File: src/rtl/tone_period_meter.sv
// tone_period_meter: measures the rising-edge-to-rising-edge period of an
// asynchronous square wave in system clock cycles. The input is synchronized,
// edge-detected, and timed by a saturating counter run by a three-state FSM.
// All outputs come straight from flops.
module tone_period_meter #(
    parameter int CNT_WIDTH   = 20,
    parameter int SYNC_STAGES = 2    // legal range 2..3
) (
    input  logic                 clock,
    input  logic                 reset,      // asynchronous, active-low
    input  logic                 tone_in,    // asynchronous square wave
    input  logic                 enable,
    output logic [CNT_WIDTH-1:0] period,
    output logic                 period_valid,
    output logic                 timeout
);

    typedef enum logic [1:0] {
        IDLE    = 2'd0,
        ARM     = 2'd1,
        MEASURE = 2'd2
    } state_t;

    localparam logic [CNT_WIDTH-1:0] CNT_MAX  = '1;
    localparam logic [CNT_WIDTH-1:0] CNT_ZERO = '0;
    localparam logic [CNT_WIDTH-1:0] CNT_ONE  = CNT_WIDTH'(1);

    // Synchronizer chain and edge-history flop
    logic [SYNC_STAGES-1:0] sync_q, sync_d;
    logic                   hist_q, hist_d;
    logic                   rise;

    // Measurement state
    state_t                 state_q, state_d;
    logic [CNT_WIDTH-1:0]   cnt_q, cnt_d;
    logic [CNT_WIDTH-1:0]   period_q, period_d;
    logic                   valid_q, valid_d;
    logic                   timeout_q, timeout_d;

    // Shift tone_in through the synchronizer; the history flop holds the
    // previous synchronized sample so a rise is a 0->1 step between them.
    always_comb begin
        sync_d = {sync_q[SYNC_STAGES-2:0], tone_in};
        hist_d = sync_q[SYNC_STAGES-1];
    end

    assign rise = sync_q[SYNC_STAGES-1] & ~hist_q;

    // Next-state, counter and output computation for the IDLE/ARM/MEASURE FSM
    always_comb begin
        state_d   = state_q;
        cnt_d     = cnt_q;
        period_d  = period_q;
        valid_d   = 1'b0;
        timeout_d = timeout_q;

        if (!enable) begin
            // Dropping enable wins over everything, including a coincident
            // rise: no pulse, period keeps its last value.
            state_d   = IDLE;
            cnt_d     = CNT_ZERO;
            timeout_d = 1'b0;
        end else begin
            case (state_q)
                IDLE: begin
                    cnt_d   = CNT_ZERO;
                    state_d = ARM;
                end
                ARM: begin
                    // First rise only starts the count; there is no
                    // reference edge yet, so no period can be reported.
                    if (rise) begin
                        cnt_d   = CNT_ONE;
                        state_d = MEASURE;
                    end
                end
                MEASURE: begin
                    if (rise) begin
                        // A rise at the all-ones count is still a valid
                        // measurement; it is checked before saturation.
                        period_d  = cnt_q;
                        valid_d   = 1'b1;
                        timeout_d = 1'b0;
                        cnt_d     = CNT_ONE;
                    end else if (cnt_q == CNT_MAX) begin
                        // Counter would wrap: flag it and wait for a fresh
                        // arming edge instead.
                        timeout_d = 1'b1;
                        cnt_d     = CNT_ZERO;
                        state_d   = ARM;
                    end else begin
                        cnt_d = cnt_q + CNT_ONE;
                    end
                end
                default: begin
                    state_d = IDLE;
                    cnt_d   = CNT_ZERO;
                end
            endcase
        end
    end

    // Register everything; reset clears the whole datapath including the
    // synchronizer so a partial count or stale edge cannot survive it.
    always_ff @(posedge clock or negedge reset) begin
        if (!reset) begin
            sync_q    <= '0;
            hist_q    <= 1'b0;
            state_q   <= IDLE;
            cnt_q     <= CNT_ZERO;
            period_q  <= CNT_ZERO;
            valid_q   <= 1'b0;
            timeout_q <= 1'b0;
        end else begin
            sync_q    <= sync_d;
            hist_q    <= hist_d;
            state_q   <= state_d;
            cnt_q     <= cnt_d;
            period_q  <= period_d;
            valid_q   <= valid_d;
            timeout_q <= timeout_d;
        end
    end

    assign period       = period_q;
    assign period_valid = valid_q;
    assign timeout      = timeout_q;

endmodule

File: config.mk
export PLATFORM = sky130hd
export DESIGN_NAME = tone_period_meter
export DESIGN_NICKNAME = d
export VERILOG_FILES = /design/src/rtl/tone_period_meter.sv
export SDC_FILE = /design/constraint.sdc
export NUM_CORES = 1
export LEC_CHECK = 0
export BUFFER_PORTS_ARGS = -buffer_cell sky130_fd_sc_hd__buf_4
export CORE_MARGIN = 2
export CORE_UTILIZATION = 57
export DETAILED_ROUTE_END_ITERATION = 12
export PLACE_DENSITY = 0.77
export REMOVE_ABC_BUFFERS = 1
export SLEW_MARGIN = 10
export SYNTH_ARGS = -nofsm -noshare
export SYNTH_HDL_FRONTEND = slang
export SYNTH_SLANG_ARGS = --single-unit
export TNS_END_PERCENT = 30
File: constraint.sdc
create_clock -name clock -period 2.65 [get_ports clock]
set_input_delay 0.1325 -clock clock [delete_from_list [all_inputs] [get_ports clock]]
set_output_delay 0.1325 -clock clock [all_outputs]
set_load 0.01 [all_outputs]
# After elaboration in Yosys (flattened, before gate mapping)
# Cells that the tools add are included.
[totals]
reg_bits = 47
in_bits = 4
wordCells = 39
output_inout_bits = 22
[op_classes]
n_reduce_logical = 4
addsub = 1
bitwise_logic = 2
n_mux = 17
n_eq_ne = 8
[op_table]
columns = ["cell", "count"]
rows = [
  ["2-to-1 mux 20 bit", 4],
  ["case mux 20 bit (2 select lines)", 1],
  ["adder 20 x 1 -> 20 bit, second input constant", 1],
  ["equality test 20 bit, second input constant", 1],
  ["inequality test 3 bit, second input constant", 3],
  ["2-to-1 mux 2 bit", 4],
  ["2-to-1 mux 1 bit", 7],
  ["case mux 2 bit (3 select lines)", 1],
  ["AND reduction 3 bit", 2],
  ["inequality test 3 x 1 -> 1 bit, second input constant", 1],
  ["equality test 2 x 1 -> 1 bit, second input constant", 1],
  ["equality test 2 bit, second input constant", 1],
  ["logical NOT 2 bit", 1],
  ["inequality test 2 x 1 -> 1 bit, second input constant", 1],
  ["AND reduction 2 bit", 1],
  ["bitwise AND 1 bit", 1],
  ["inverter 1 bit", 1],
]

# Logic depth before layout (Yosys ltp)
# Gate-level depths: netlist (run 1).
[depth]
depth_word = 5
depth_mapped = 8
ltp_nobuf = 7

# Worst setup path after synthesis (run 1)
# OpenSTA, ideal clock, no wires.
[synth_path]
path_kind = "register to register"
startpoint = "register state_q[0]"
endpoint = "register cnt_q[3]"
path_buffers = 1
synth_period_minus_slack_ns = 2.048
path_slack_ns = 0.602
required_ns = 2.581
stages_incl_launch_ff = 9
setup_time_ns = 0.069
arrival_time_ns = 1.979
cell_sequence = "dfrtp_1 inv_1 ha_1 nand2_2 or3_4 buf_6 a211o_4 or3_1 nand3_1"
[synth_via]
elab_chain_len = 3
word_cells_on_any_way = 5
classes_between = "eq/ne: 3; mux: 2"
[synth_lines]
columns = ["element", "line_no", "text"]
rows = [
  ["start: declaration", "34", "state_t state_q, state_d;"],
  ["start signal: assignment", "117", "state_q <= state_d;"],
  ["equality test 2 bit or equality test 2 x 1 -> 1 bit (tied branches)", "64", "case (state_q)"],
  ["case mux 20 bit (2 select lines)", "64", ""],
  ["2-to-1 mux 20 bit", "57", "if (!enable) begin"],
  ["end signal: assignment", "118", "cnt_q <= cnt_d;"],
  ["end: declaration", "35", "logic [CNT_WIDTH-1:0] cnt_q, cnt_d;"],
]
# Several ways; a longest one is shown, not always the timed one.
# A chain may end at the register's enable or synchronous reset.

# Worst setup path in the final report (run 1)
# Same ends and word-level chain as after synthesis.

==> results of run 1 <==
sequential cells by signal, summed over array words and instances (netlist names):
register      flops
period           20
timeout           1
state_q           2
cnt_q            20
period_valid      1
sync_q            2
hist_q            1
final cells by class:
type	instances	area [µm²]	area share, %
Clock buffer	6	72.6	2.79
Clock inverter	2	12.5	0.481
Inverter	6	22.5	0.867
Multi-Input combinational cell	149	1020	39.1
Sequential cell	47	1180	45.3
Tap cell	48	60.1	2.31
Timing Repair Buffer	31	238	9.15
report_power, final:
group	switching, mW	internal (mW)
combinational	0.135	0.0882
clock	0.224	0.184
sequential	0.0200	0.737
total	0.379	1.01
stage by stage:
stage / hold WS (ns) / worst slack [ns] / util, % / total power, mW
2_1_floorplan: -0.163 / 0.00250 / - / 0.921
3_3_place_gp: 0.169 / 0.569 / 66.6 / 0.987
3_5_place_dp: 0.168 / 0.512 / 66.6 / 0.992
4_1_cts: 0.0824 / 0.486 / 69.4 / 1.40
5_1_grt: 0.0776 / 0.363 / 69.4 / 1.47
6_report: 0.0897 / 0.480 / 69.4 / 1.39
metal layers:
layer | vias to the layer above | GRT usage (%) | share of wire (%)
met4 | 0 | 10.5 | 2.4
met2 | 41 | 35.8 | 46
met3 | 12 | 5.07 | 4.6
li1 | 823 | - | -
met1 | 806 | 27.4 | 47
met5 | - | 0 | 0
Yosys cell counts (2+ instances only):
cell type  instances
o21ai_0           12
nor3_1             3
o31ai_1            3
clkbuf_1           3
nand3_1           21
a31oi_1            5
ha_1               4
nand2_1           22
a21oi_1            6
nor2_1             9
nand4_1            5
or4_1              2
mux2_2            19
nor4_1             3
buf_1              2
or3_1              4
a21o_1             3
mux2i_1            2
and3_1             4
o311ai_0           2
buf_6              2
dfrtp_1           47
inv_1              6
critical path, cell delays in order (launching register included):
cell and delay [ns]:
dfrtp_1 0.42, inv_1 0.07, ha_1 0.28, nand2_2 0.12, or3_4 0.42, a211o_4 0.34
or3_1 0.35, nand3_1 0.09
cells by family (layout without fill, tap and decap cells):
family,Yosys count,count (layout),share of synthesized area (%)
DFF,47,47,52.1
muxes,21,21,10.4
and+or+nand+nor,84,84,19.7
buffers and inverters,14,45,3.16
adders and majority gates,4,4,2.22
xor gates and xnor gates,1,1,0.388
AOI/OAI and AO/OA,39,39,12.1
repair_timing:
action | 4_1_cts | 5_1_grt
hold endpoints to repair | 48 | 0
resized for setup | 0 | 0
setup endpoints to repair | 0 | 0
hold buffers | 2 | 0
final timing paths:
check / from / to / slack (ns) / depth (start not counted)
worst max register to register: state_q[0] / cnt_q[3] / 0.48 / 7
worst min register to register: sync_q[0] / sync_q[1] / 0.35 / 0
worst min-delay path: enable / timeout / 0.09 / 3
max in group asynchronous: reset / cnt_q[0] / 1.91 / 2
min in group asynchronous: reset / period[12] / 0.37 / 2
worst max-delay path: state_q[0] / cnt_q[3] / 0.48 / 7
==> metrics.csv, run 1 <==
metric;value;unit
grt_first_pass_wirelength;7.21;mm
num_antenna_cells;0;
fmaxAchievable;461;MHz
placementRows;22;
yosys_most_used_dff;dfrtp_1;
synth_area_leader_cell;dfrtp_1;
hpwl;3.00;mm
syn_area;2260;µm²
final_cell_count_no_fill;289;
netlist_instances;210;
ant_nets;0;
cts-root-buf;clkbuf_8;
synth.distinct_cells;44;
ys_warn_count;0;
outcome;finished, final reports clean;
dr.first_iter.drc_count;161;
worstHoldPathType;in -> reg;
wl_per_cell;14.5;µm
filler_cell_count;291;
vias;1682;
leakage;1.24;nW
mostFrequentLayoutCells;dfrtp_1, buf_4, nand2_1;
worstMarginPinSlew;0.556;ns
crit_fanout;9;
yosys-top-cells-area;dfrtp_1, mux2_2, nand3_1;
finClkSkew;0.00921;ns
drive_gt1_share;27.0;%
place_area;2490;µm²
rsz0062_at_grt;no;
io_buffers;25;
synth_edf_count;0;
antenna_found_initial;0;
vias_per_cell;5.82;
worstPathRequired;2.88;ns
report.final.slew_viol_count;0;
cts_sinks;47;
hold_violations;0;
cts_tree;built;
final_common_cell;dfrtp_1;
htreeDepth;2;
dieArea;4480;µm²
syn_area_per_cell;10.8;µm²
gp_congestion;0.846;
numCtsBuffers;5;
synth_top_cell_area_share;52.1;%
nets;248;
dp_cells;279;
grt_overflow;0;
firstDrtPassIters;4;
grt_max_degree;48;
insertion_delay;0.30;ns
ios;26;
cp-end-kind;flip-flop;
critPathKind;reg -> reg;
fp.dieH;66.9;µm
cp-start-kind;flip-flop;
drcViolationCount;0;
drt_wl_total;4.19;mm
cts_setup_buffers;0;
grt_pass1_vias;1607;
finalSetupTns;0;ns
peakVddDrop;431;µV
maxCapViolCount;0;
slew_headroom;63.0;%
grt_use_total;21.9;%
synth-seq-cells;47;
min_period_over_period;81.9;%
initial_core_util;60.3;%
die_w;66.9;µm
synthArstFlopShare;100;%
setup_viol;0;
postLayoutCellArea;2600;µm²
power_density;534;nW/µm²
arrival;2.40;ns
fp.coreArea;3740;µm²
clock_path_buffers;2;
clkTransAtPathRegs;0.08;ns
synth_seq_area_share;52.1;%
syn_to_final_growth;15.1;%
finalCriticalPeriod;2.17;ns
(Power assumes the default switching activity.)
==> run 2: changes to the inputs <==
--- a/config.mk
+++ b/config.mk
@@ -7,9 +7,9 @@
 export LEC_CHECK = 0
 export BUFFER_PORTS_ARGS = -buffer_cell sky130_fd_sc_hd__buf_4
 export CORE_MARGIN = 2
-export CORE_UTILIZATION = 57
+export CORE_UTILIZATION = 52
 export DETAILED_ROUTE_END_ITERATION = 12
-export PLACE_DENSITY = 0.77
+export PLACE_DENSITY = 0.74
 export REMOVE_ABC_BUFFERS = 1
 export SLEW_MARGIN = 10
 export SYNTH_ARGS = -nofsm -noshare
==> constraint.sdc (replaced) <==
create_clock -name clock -period 1.74 [get_ports clock]
set_input_delay 0.087 -clock clock [delete_from_list [all_inputs] [get_ports clock]]
set_output_delay 0.087 -clock clock [all_outputs]
set_load 0.01 [all_outputs]
==> run 2 against run 1 <==
  * Routed wire length up 27%
  * Worst setup slack worse by 0.66 ns
  * Sequential share of layout area down 7.5 points
  * Global-route usage up 0.55 points
  * Sequential power up 51%
  * Critical path type unchanged
  * The flow now finishes with violations (negative setup slack)
  * Hold slack worse by 0.028 ns
  * Largest cell class unchanged
  * Design area up 20%
  * Core utilization up 6.8 points
  * Cell count up 16%
==> metrics.csv, run 2 (synthesis gave the netlist of run 1 again) <==
metric;value;unit;change
outcome;finished with violations;;
violations;negative setup slack;;
slew_headroom;60.7;%;-2.2 points
crit_buf_inv;1;;unchanged
final_common_cell;buf_4;;
setup_viol;15;;+15
min_period_over_period;110;%;+28 points
crit_chain;inv_2 -> ha_4 -> or3_4 -> a211o_4 -> or3_1 -> nand3_1;;
grt_first_pass_wirelength;8.77;mm;+22%
place_area;2840;µm²;+14%
htreeDepth;2;;unchanged
firstDrtPassIters;4;;unchanged
hold_violations;0;;unchanged
fin_ws;-0.179;ns;-0.659 ns
insertion_delay;0.29;ns;about the same
worstMarginPinSlew;0.589;ns;+0.0337 ns
arrival;2.15;ns;-0.25 ns
vias;1922;;+14%
drive_gt1_share;44.6;%;+18 points
power_density;771;nW/µm²;+44%
antenna_found_initial;0;;unchanged
drcViolationCount;0;;unchanged
filler_cell_count;273;;-6.2%
ant_nets;0;;unchanged
slowest_stage;or3_4;;
fp.dieH;69.9;µm;+4.4%
cts_sinks;47;;unchanged
clock_path_buffers;2;;unchanged
maxCapViolCount;0;;unchanged
numCtsBuffers;5;;unchanged
crit_family;simple AND/OR/NAND/NOR gates;;
die_w;69.9;µm;+4.4%
clkTransAtPathRegs;0.08;ns;about the same
worstPathRequired;1.97;ns;-0.91 ns
finalCriticalPeriod;1.92;ns;-0.251 ns
rsz0062_at_grt;yes;;
fmaxAchievable;521;MHz;+13%
vias_per_cell;5.74;;-1.4%
peakVddDrop;510;µV;+18%
cts-root-buf;clkbuf_8;;
drt_wl_total;5.33;mm;+27%
grt_use_total;22.5;%;+0.55 points
ios;26;;unchanged
crit_fanout;5;;-4
postLayoutCellArea;3120;µm²;+20%
dieArea;4890;µm²;+9.0%
syn_to_final_growth;38.0;%;
cp_slowest_stage_delay;0.41;ns;about the same
num_antenna_cells;0;;unchanged
initial_core_util;55.3;%;-5.1 points
wl_per_cell;15.9;µm;+9.7%
hpwl;3.40;mm;+13%
grt_pass1_vias;1878;;+17%
mostFrequentLayoutCells;buf_4, dfrtp_1, nand2_1;;
worstHoldPathType;in -> reg;;
fp.coreArea;4090;µm²;+9.2%
leakage;1.51;nW;+22%
cp-end-kind;flip-flop;;
ff2ff_setup_slack;-0.18;ns;-0.66 ns
dr.first_iter.drc_count;121;;-25%
io_buffers;25;;unchanged
grt_max_degree;48;;unchanged
grt_overflow;0;;unchanged
critPathKind;reg -> reg;;
finClkSkew;0.00613;ns;-0.00308 ns
report.final.slew_viol_count;0;;unchanged
placementRows;23;;+4.5%
cts_tree;built;;
gp_congestion;0.894;;+5.7%
cp-start-kind;flip-flop;;
place_ws;-0.211;ns;-0.723 ns
nets;293;;+18%
## run 2: metal layers
layer  track usage, %  wire length [µm]  share of wire, %  vias up
met5                0                 0                 0        -
met4             8.12                62               1.2        0
met3             4.18               203               3.8        7
met2             35.2              2670                50       47
met1             31.2              2400                45      946
li1                 -                 -                 -      922
## run 2: cell type report
cell class | instances | area [µm²] | area share [%]
flip-flops and latches | 47 | 1180 | 37.8
multi-input cells | 150 | 1160 | 37.2
repair buffers | 75 | 608 | 19.5
clock buffers | 6 | 82.6 | 2.65
well taps | 50 | 62.6 | 2.01
inverters | 6 | 22.5 | 0.723
clock inverters | 1 | 5.00 | 0.161
## run 2: power by group
group | total, mW | switching, mW | internal (mW)
registers | 1.14 | 0.0220 | 1.12
clock network | 0.663 | 0.351 | 0.312
logic | 0.595 | 0.311 | 0.284
## run 2: stage by stage
| stage | total power [mW] | setup TNS (ns) | cells | hold WS [ns] | utilization [%] |
|---|---|---|---|---|---|
| after floorplan | 1.40 | -18.09 | 202 | -0.209 | - |
| after global placement | 1.62 | -1.27 | 324 | 0.128 | 69.6 |
| after detailed placement | 1.63 | -2.02 | 324 | 0.132 | 69.6 |
| after CTS | 2.34 | -1.81 | 334 | 0.0485 | 74.0 |
| after global routing | 2.51 | -2.29 | 335 | 0.0639 | 76.2 |
| final | 2.40 | -1.34 | 335 | 0.0615 | 76.2 |
## run 2: final timing paths
check / from / end / cells after the start
setup / recovery: state_q[0] / cnt_q[11] / 6
hold / removal: enable / timeout / 3
setup reg to reg: state_q[0] / cnt_q[11] / 6
hold reg to reg: sync_q[0] / sync_q[1] / 0
max in group asynchronous: reset / state_q[1] / 2
min in group asynchronous: reset / period_valid / 2
## run 2: what timing repair did
item	4_1_cts	5_1_grt
gates cloned	1	0
setup buffers	0	1
endpoints found under the setup margin	19	22
pin swaps	6	14
hold buffers	2	0
resized for setup	18	15
endpoints found under the hold margin	48	0
## run 2: worst register-to-register path: cells and delay by family (launching register included)
family / cells / cell delay [ns]
buffers and inverters: 1 / 0.07
AND/OR/NAND/NOR: 3 / 0.88
AO/OA/AOI/OAI: 1 / 0.32
adder cells (fa/ha/maj): 1 / 0.20
flip-flops: 1 / 0.39
